<file path="src/rtl/memory_mapper_ctx.sv">
// Multi-context page mapper: translates CPU page MA through one of CONTEXTS byte-programmable tables.
// Define MM_WP_EN to compile in per-entry write protect (entry bit15) with a sticky, write-1-to-clear fault flag.
module memory_mapper_ctx #(
  parameter int PAGE_BITS = 4,
  parameter int OUT_BITS  = 12,
  parameter int CONTEXTS  = 2
) (
  input  logic                 clk,
  input  logic                 rst,
  input  logic                 cs,
  input  logic                 MM_cs,
  input  logic                 rw,
  input  logic [PAGE_BITS:0]   RS,
  input  logic [7:0]           data_in,
  output logic [7:0]           data_out,
  input  logic [PAGE_BITS-1:0] MA,
  input  logic                 cpu_we,
  output logic [OUT_BITS-1:0]  MO,
  output logic                 fault
);

  localparam int ENTRIES = 1 << PAGE_BITS;
  localparam int CTX_W   = (CONTEXTS > 1) ? $clog2(CONTEXTS) : 1;
  localparam logic [1:0]  CTX_MAX  = 2'(CONTEXTS - 1);
  localparam logic [15:0] VAL_MASK = 16'((32'd1 << OUT_BITS) - 1);
`ifdef MM_WP_EN
  localparam logic [15:0] ENTRY_MASK = VAL_MASK | 16'h8000;
`else
  localparam logic [15:0] ENTRY_MASK = VAL_MASK;
`endif

  logic [15:0] tbl_q [1 << CTX_W][ENTRIES];

  logic       en_q, en_d;
  logic [1:0] actx_q, actx_d;
  logic [1:0] ectx_q, ectx_d;
  logic       fault_q, fault_d;

  logic                 tbl_we;
  logic [PAGE_BITS-1:0] rs_idx;
  logic [15:0]          edit_entry, act_entry, entry_d;
  logic [7:0]           ctrl_rd;
  logic                 unused_ok;

  function automatic logic [1:0] clamp_ctx(input logic [1:0] v);
    return (v > CTX_MAX) ? CTX_MAX : v;
  endfunction

  assign rs_idx     = RS[PAGE_BITS:1];
  assign edit_entry = tbl_q[ectx_q[CTX_W-1:0]][rs_idx];
  assign act_entry  = tbl_q[actx_q[CTX_W-1:0]][MA];
  assign unused_ok  = ^{act_entry, cpu_we};

  // Byte merge into the edit-context entry; unimplemented bits are never stored.
  always_comb begin
    tbl_we  = cs && !rw && !rst;
    entry_d = edit_entry;
    if (RS[0]) entry_d[15:8] = data_in;
    else       entry_d[7:0]  = data_in;
    entry_d = entry_d & ENTRY_MASK;
  end

  always_comb begin
    en_d   = en_q;
    actx_d = actx_q;
    ectx_d = ectx_q;
    if (MM_cs && !rw) begin
      en_d   = data_in[0];
      actx_d = clamp_ctx(data_in[2:1]);
      ectx_d = clamp_ctx(data_in[4:3]);
    end
`ifdef MM_WP_EN
    // Set wins over a same-cycle clear, so the clear is applied first.
    fault_d = fault_q;
    if (MM_cs && !rw && data_in[7]) fault_d = 1'b0;
    if (en_q && cpu_we && act_entry[15]) fault_d = 1'b1;
`else
    fault_d = 1'b0;
`endif
  end

  always_ff @(posedge clk) begin
    if (rst) begin
      en_q    <= 1'b0;
      actx_q  <= '0;
      ectx_q  <= '0;
      fault_q <= 1'b0;
    end else begin
      // NOTE: sequential state uses non-blocking assignments so every flop samples pre-edge values.
      en_q    <= en_d;
      actx_q  <= actx_d;
      ectx_q  <= ectx_d;
      fault_q <= fault_d;
    end
  end

  // NOTE: the table is deliberately not reset; tbl_we already drops writes coinciding with rst.
  always_ff @(posedge clk) begin
    if (tbl_we) tbl_q[ectx_q[CTX_W-1:0]][rs_idx] <= entry_d;
  end

  assign ctrl_rd = {fault_q, 2'b00, ectx_q, actx_q, en_q};

  // NOTE: data_out gets a default first so the read mux cannot infer a latch.
  always_comb begin
    data_out = 8'h00;
    if (rw) begin
      if (cs)         data_out = RS[0] ? edit_entry[15:8] : edit_entry[7:0];
      else if (MM_cs) data_out = ctrl_rd;
    end
  end

  assign MO    = en_q ? act_entry[OUT_BITS-1:0] : '0;
  assign fault = fault_q;

endmodule

</file>
<file path="config.mk">
export PLATFORM = sky130hd
export DESIGN_NAME = memory_mapper_ctx
export DESIGN_NICKNAME = d
export VERILOG_FILES = /design/src/rtl/memory_mapper_ctx.sv
export SDC_FILE = /design/constraint.sdc
export NUM_CORES = 1
export LEC_CHECK = 0
export ABC_AREA = 0
export CORE_MARGIN = 2
export CORE_UTILIZATION = 40
export CTS_CLUSTER_SIZE = 20
export DETAILED_ROUTE_END_ITERATION = 10
export MAX_ROUTING_LAYER = met4
export SLEW_MARGIN = 20
export SYNTH_ARGS = -nofsm -noshare
export SYNTH_HDL_FRONTEND = slang
export SYNTH_SLANG_ARGS = --single-unit
</file>
<file path="constraint.sdc">
create_clock -name clk -period 6.4 [get_ports clk]
set_input_delay 0.96 -clock clk [delete_from_list [all_inputs] [get_ports clk]]
set_output_delay 0.96 -clock clk [all_outputs]
set_load 0.05 [all_outputs]
</file>
==> results.cfg, run 1 <==
[status]
status = complete, no violations

[routing]
dr.first_iter.drc_count = 1208
drtAntennaViolNets = 0
drc_errors = 0
dr.pass1.iters = 6
post_drt_wl_per_cell_um = 34.0
via_per_inst = 6.42
num_vias = 9868
wl_um = 52300

[worst_setup_path]
crit_path_end = data_out[2]
startpoint_type = primary input
end_kind = output port
reg2reg_depth = 6
critPathArrivalTime_ps = 4670
timing_worst_setup_path_type = in2out
worstSetupStartpoint = RS[2]
cp.required_ps = 5440
crit_fanout = 65
rr_endpoint = tbl_q[0][150]
regToRegSetupSlack_ps = 2860

[floorplanning]
fp.coreArea_um2 = 45100
die_x_um = 217
num_io_pins = 44
initial_core_util_pct = 40.4
rows = 78
die-area_um2 = 47200
dieHeight_um = 217

[placement]
dp_cells = 1460
post-dp-hpwl_um = 32000
gp_congestion = 0.819
io_buffers = 41

[final_layout]
fin_nets = 927
final_layout_size_suffix_gt1_share_pct = 44.1
diodes = 0
seqCellArea_um2 = 11700
final_cell_count_no_fill = 1538
nFillCells = 3736
finish.utilization_pct = 46.8
area_growth_pct = 15.9
multiInputGateArea_um2 = 6430

[run]
drv_cap = 0

[sta]
setup_tns_ps = 0
period_minus_slack_ps = 5630
rsz0062_at_grt = no
slew_headroom_pct = 23.7
finalHoldViolations = 0
clock-skew-final_ps = 18.9
setup_viol = 0
max_freq_mhz = 178
worst_pin_slew_ps = 1140
timing.final.max_slew_violations = 0
fin_crit_sh_pct = 88.0

[synthesis]
ys.flop_type = edfxtp_1
syn_area_um2 = 18200
syn_nets = 856
yosysUniqueCellTypes = 29
ys_ff_latch = 391
async_reset_ff_share_pct = 0
avgSynthCellArea_um2 = 21.8
synth_cells = 833
synth_edf_count = 384
ys_warn_count = 0
ys_seq_area_share_pct = 64.1

[power]
powerDensity_nw_per_um2 = 280
power_leakage_nw = 6.40
design_power_total_w = 0.00591
ir_drop_mv = 0.180

[cts]
cts-hold-fix-buffers = 0
clock_sinks = 391
post-cts-setup-buffers = 0
clock-root-buffer = clkbuf_16
cts-buffers-inserted = 42
clkTransAtPathRegs_ps = 60
ctsHtreeMaxLevel = 2
cts_buffer_depth = 3
clk_latency_ps = 570
cts_resized = 0
cts_tree = yes

[global_routing]
overflow = 0
grt_pass1_wl_um = 73600
grt_usage_pct = 23.2
antenna_found_initial = 0
grt_max_degree = 66
grt_pass1_vias = 9891

[min_path]
worst_hold_path_type = reg2reg
## worst min path at each step
| stage | from | to | slack (ps) | cells past startpoint |
|---|---|---|---|---|
| floorplan | ectx_q[1] | ectx_q[1] | 450 | 1 |
| global placement | ectx_q[1] | ectx_q[1] | 460 | 1 |
| detailed placement | ectx_q[1] | ectx_q[1] | 470 | 1 |
| CTS | ectx_q[1] | ectx_q[1] | 480 | 1 |
| global route | actx_q[1] | actx_q[1] | 500 | 1 |
| finish | actx_q[1] | actx_q[1] | 480 | 1 |
## layout make-up
| class | instances | share of cell area, % |
|---|---|---|
| repair buffers | 94 | 3.89 |
| multi-input cells | 374 | 30.5 |
| flip-flops and latches | 391 | 55.4 |
| inverters | 1 | 0.0178 |
| well taps | 600 | 3.56 |
| clock inverters | 32 | 1.57 |
| clock buffers | 46 | 5.06 |
## cell families after synthesis
kind of cell | count (synthesis) | synth area share (%)
flip-flops | 391 | 64.1
buffers and inverters | 68 | 1.57
AO/OA/AOI/OAI | 17 | 0.591
AND/OR/NAND/NOR | 87 | 2.32
other | 1 | 0.0206
multiplexers | 269 | 31.4
## registers in the layout, indices dropped and copies added (netlist names), named ones only
signal and cells:
tbl_q 384, actx_q 2, ectx_q 2, en_q 1
## Yosys cell counts, drive strengths merged (3+ instances only)
cell / n / area, um2
mux4: 240 / 5410
a21oi: 8 / 40.0
nor2: 42 / 158
nor3: 12 / 60.1
mux2i: 21 / 210
nor3b: 3 / 22.5
mux2: 8 / 90.1
edfxtp: 384 / 11500
nor2b: 13 / 81.3
nand3b: 3 / 22.5
nand2: 5 / 18.8
dfxtp: 7 / 140
clkbuf: 39 / 146
buf: 28 / 135
## report_power, final
part | internal [W] | switching, W | total [W]
sequential | 0.00287 | 0.0000260 | 0.00290
clock | 0.00145 | 0.00103 | 0.00249
combinational | 0.000236 | 0.000288 | 0.000524
total | 0.00456 | 0.00135 | 0.00591
## metrics by stage
stage	area [um2]	worst slack, ps	hold WS [ps]
floorplan	18200	1950	454
global placement	19600	1010	463
finish	21100	768	483
detailed placement	19700	982	474
global route	21100	632	495
CTS	21100	899	482
## critical path: stages
cell             delay (ps)
buf_4                   790
buf_4                   410
mux4_2                  330
mux4_2                  510
mux2i_1                 440
o21ai_0                 380
clkdlybuf4s50_1         810
## cells in the final DEF (no fill, tap or decap), types with 3 or more instances in the layout
| master | Yosys | routed |
|---|---|---|
| mux2_2 | 8 | 8 |
| nor2_1 | 42 | 22 |
| nor3_2 | 0 | 11 |
| clkbuf_1 | 39 | 4 |
| clkbuf_16 | 0 | 42 |
| mux2i_1 | 21 | 21 |
| buf_12 | 0 | 3 |
| mux4_2 | 240 | 240 |
| clkinv_2 | 0 | 9 |
| edfxtp_1 | 384 | 384 |
| buf_2 | 15 | 4 |
| dfxtp_1 | 7 | 5 |
| a21oi_4 | 0 | 7 |
| nand2_1 | 5 | 5 |
| nor2_2 | 0 | 20 |
| clkinvlp_4 | 0 | 4 |
| nand3b_1 | 3 | 3 |
| buf_4 | 3 | 52 |
| nor2b_1 | 13 | 13 |
| nor3b_1 | 3 | 3 |
| clkdlybuf4s50_1 | 0 | 35 |
| bufinv_16 | 0 | 6 |
| clkinv_1 | 0 | 9 |
## metal layers
metal	GRT usage (%)	vias to the layer above	part of all wire [%]
li1	-	3823	-
met1	30.4	5458	40
met2	37.1	501	50
met3	3.89	86	7.3
met4	7.65	0	2.9
met5	-	-	0
Power figures use the tool's default switching activity.
==> inputs of run 2 (changes only) <==
- CORE_MARGIN: 2 -> 3
==> run 2 against run 1 <==
Net effect: core utilization is 0.64 points higher; wire length is 5.5% lower; via count is 4.7% lower; critical endpoint unchanged; flip-flop and latch count stayed put; clock power is 6% higher; largest power group unchanged; final cell count is 0.98% lower; register-to-register slack better by 30 ps; worst setup slack better by 14 ps.
==> results.cfg, run 2 (synthesized netlist as in run 1, its figures left out) <==
[status]
status = complete, no violations

[power]
design_power_total_w = 0.00605
power_leakage_nw = 6.42
ir_drop_mv = 0.161
powerDensity_nw_per_um2 = 286

[sta]
slew_headroom_pct = 23.1
fin_crit_sh_pct = 87.8
setup_viol = 0
worst_pin_slew_ps = 1150
period_minus_slack_ps = 5620
setup_tns_ps = 0
fin_ws_ps = 782
clock-skew-final_ps = 17.4
timing.final.max_slew_violations = 0
finalHoldViolations = 0
rsz0062_at_grt = no
max_freq_mhz = 178
holdWs_ps = 476

[final_layout]
final_layout_size_suffix_gt1_share_pct = 43.7
layout_common_cells = 384 x edfxtp_1, 240 x mux4_2, 45 x buf_4
area_growth_pct = 16.2
nFillCells = 3631
fin_nets = 920
finish.utilization_pct = 47.4
final_common_cell = edfxtp_1
largest_reg_flops = 384

[run]
drv_cap = 0

[floorplanning]
fp.coreArea_um2 = 44600
dieHeight_um = 219
die-area_um2 = 48100
rows = 77
num_io_pins = 44
die_x_um = 219
initial_core_util_pct = 40.8

[routing]
via_per_inst = 6.18
drtAntennaViolNets = 0
dr.pass1.iters = 5
dr.first_iter.drc_count = 1087
drc_errors = 0
wl_um = 49400
post_drt_wl_per_cell_um = 32.4
num_vias = 9405

[cts]
ctsHtreeMaxLevel = 2
cts_resized = 0
clock-root-buffer = clkbuf_16
cts_buffer_depth = 3
clkTransAtPathRegs_ps = 60
post-cts-setup-buffers = 0
clk_latency_ps = 560
cts-hold-fix-buffers = 0
clock_sinks = 391
cts-buffers-inserted = 41
cts_tree = yes

[worst_setup_path]
reg2reg_depth = 6
timing_worst_setup_path_type = in2out
regToRegSetupSlack_ps = 2890
critPathArrivalTime_ps = 4660
startpoint_type = primary input
end_kind = output port
cp_slowest_stage_delay_ps = 820
cp_cell_sequence = buf_4 > buf_4 > mux4_2 > mux4_2 > mux2i_1 > o21ai_0 > clkdlybuf4s50_1
crit_fanout = 65
critPathSlowestCell = clkdlybuf4s50_1
cp.required_ps = 5440

[placement]
post-dp-hpwl_um = 31200
io_buffers = 41
gp_congestion = 0.834
pre_cts_slack_ps = 986

[global_routing]
overflow = 0
antenna_found_initial = 0
grt_usage_pct = 21.7
grt_pass1_wl_um = 71000
grt_pass1_vias = 9686
grt_max_degree = 66

[min_path]
worst_hold_path_type = reg2reg
hold-path-cell-count = 1
## run 2: cell count changes in the layout (fill, tap and decap cells not counted), sizes merged, moves of 2 or more
cell | previous run | this run
bufinv | 6 | 10
clkinvlp | 4 | 2
buf | 59 | 52
clkbuf | 46 | 49
clkinv | 20 | 14
## run 2: path summary, 6_finish.rpt
check	from	endpoint
setup / recovery	RS[2]	data_out[2]
hold / removal	ectx_q[1]	ectx_q[1]
setup reg to reg	flop	tbl_q[1][90]
hold reg to reg	ectx_q[1]	ectx_q[1]
## run 2: layout make-up
cell class / count / area (um2) / share of cell area (%)
diodes: 1 / 2.50 / 0.0118
clock buffers: 49 / 1100 / 5.19
clock inverters: 27 / 400 / 1.89
inverters: 1 / 3.75 / 0.0178
multi-input cells: 374 / 6430 / 30.4
flip-flops and latches: 391 / 11700 / 55.2
well taps: 592 / 741 / 3.50
repair buffers: 88 / 793 / 3.75
## run 2: stage by stage
step,instances,instance area (um2)
after floorplan,833,18200
after global placement,1446,19600
after detailed placement,1446,19600
after CTS,1522,21100
after global routing,1522,21100
final,1523,21100
## run 2: layer usage
layer | part of all wire, % | wire, um | global-route usage (%)
met5 | 0 | 0 | -
met4 | 3.9 | 1940 | 8.27
met3 | 7.6 | 3770 | 4.08
met2 | 49 | 24100 | 34.0
met1 | 40 | 19600 | 28.5
## run 2: critical path, delay by kind of cell
kind	cells	cell delay (ps)
buffers and inverters	3	2020
AO/OA/AOI/OAI	1	350
multiplexers	3	1240
## run 2: power breakdown
part	internal, W	switching (W)
sequential	0.00287	0.0000250
combinational	0.000236	0.000279
clock	0.00164	0.00100
total	0.00474	0.00131
==> inputs of run 3 (changes only) <==
- CORE_UTILIZATION: 40 -> 50
- PLACE_DENSITY: default -> 0.67
==> run 3 against run 2 <==
Net effect: register-to-register slack worse by 50 ps; worst setup slack better by 97 ps; global-route usage increased by 5.5 points; largest cell class unchanged; critical path type unchanged; first-iteration DRC count up 16%; count of clock-buffer cells in the layout decreased by 3; wire length rose by 1.4%; non-clock buffer count is 5 higher; sequential share of layout area rose by 1.2 points.
==> results.cfg, run 3 (synthesized netlist as in run 1, its figures left out) <==
[status]
status = complete, no violations

[worst_setup_path]
timing_worst_setup_path_type = in2out
crit_fanout = 51
cp_cell_sequence = buf_4 > buf_4 > mux4_2 > mux4_2 > mux2i_1 > nor2_1 > a221o_1 > clkdlybuf4s50_1
critPathSlowestCell = clkdlybuf4s50_1
critPathArrivalTime_ps = 4560
end_kind = output port
cp_top_family = buffers and inverters
worstPathBufferInverterCount = 3
cp_slowest_stage_delay_ps = 720
cp.required_ps = 5440
startpoint_type = primary input

[sta]
worst_pin_slew_ps = 1090
holdWs_ps = 483
clock-skew-final_ps = 11.9
setup_tns_ps = 0
fin_crit_sh_pct = 86.3
period_minus_slack_ps = 5520
finalHoldViolations = 0
max_freq_mhz = 181
timing.final.max_slew_violations = 0
setup_viol = 0
slew_headroom_pct = 26.8
rsz0062_at_grt = no

[floorplanning]
rows = 69
die_x_um = 197
fp.coreArea_um2 = 35700
die-area_um2 = 38700
num_io_pins = 44
dieHeight_um = 197
initial_core_util_pct = 50.9

[placement]
io_buffers = 41
dp_cells = 1320
post-dp-hpwl_um = 31200
gp_congestion = 0.886

[power]
ir_drop_mv = 0.244
powerDensity_nw_per_um2 = 272
power_leakage_nw = 6.30

[run]
drv_cap = 0

[cts]
cts_resized = 0
ctsHtreeMaxLevel = 2
cts-buffers-inserted = 41
clock-root-buffer = clkbuf_16
clock_sinks = 391
clk_latency_ps = 560
post-cts-setup-buffers = 0
cts-hold-fix-buffers = 0
cts_tree = yes
cts_buffer_depth = 3
clkTransAtPathRegs_ps = 60

[routing]
drc_errors = 0
post_drt_wl_per_cell_um = 36.0
wl_um = 50100
drtAntennaViolNets = 0
dr.pass1.iters = 5
num_vias = 9834
via_per_inst = 7.07
dr.first_iter.drc_count = 1264

[global_routing]
grt_usage_pct = 27.2
antenna_found_initial = 1
overflow = 0
grt_pass1_wl_um = 71900
grt_max_degree = 55
grt_pass1_vias = 10100

[min_path]
worst_hold_path_type = reg2reg

[final_layout]
layout_common_cells = 384 x edfxtp_1, 240 x mux4_2, 51 x buf_4
final_common_cell = edfxtp_1
nFillCells = 2594
seqCellArea_um2 = 11700
fin_nets = 925
final_cell_count_no_fill = 1391
multiInputGateArea_um2 = 6390
final_layout_size_suffix_gt1_share_pct = 43.1
area_growth_pct = 13.8
largest_reg_flops = 384
diodes = 0
[run 3: cell types whose count changed in the layout (fill, tap and decap cells not counted), sizes merged]
cell,before,now
clkbuf,49,46
inv,2,3
clkinvlp,2,5
buf,52,58
bufinv,10,2
clkinv,14,16
clkdlybuf4s50,36,35
diode,1,0
[run 3: report_power, final]
part	total, W	internal [W]	switching [W]
Combinational	0.000510	0.000235	0.000275
Clock	0.00223	0.00126	0.000973
Sequential	0.00290	0.00287	0.0000299
Total	0.00564	0.00436	0.00128
[run 3: metrics by stage]
step                      setup WS (ps)  power [W]  area (um2)  util [%]
after global routing                653    0.00582       20700      57.9
final                               879    0.00564       20700      57.9
after global placement             1000    0.00345       19400      54.4
after CTS                           887    0.00568       20700      57.8
after detailed placement            975    0.00346       19400      54.4
after floorplan                    1950    0.00330       18200         -
[run 3: per-layer routing]
layer  share of wire, %  wire length (um)  up-vias  GRT usage, %
met5                  0                 0        -             -
met4                3.0              1520        0          8.08
met3                 11              5560      117          6.89
met2                 48             24000      693          40.9
met1                 38             19000     5209          37.7
li1                   -                 -     3815             -
[run 3: cell type report]
cell class / count / area share (%)
Clock buffer: 46 / 5.05
Clock inverter: 25 / 0.937
Inverter: 1 / 0.0181
Multi-Input combinational cell: 374 / 30.9
Sequential cell: 391 / 56.4
Tap cell: 461 / 2.79
Timing Repair Buffer: 93 / 3.93
[run 3: path summary, 6_finish.rpt]
| path | slack, ps | endpoint | from | depth (start not counted) |
|---|---|---|---|---|
| worst max-delay path | 880 | data_out[0] | RS[2] | 8 |
| worst min-delay path | 480 | ectx_q[1] | ectx_q[1] | 1 |
| worst max register to register | 2840 | tbl_q[1][23] | flop | 5 |
| worst min register to register | 480 | ectx_q[1] | ectx_q[1] | 1 |
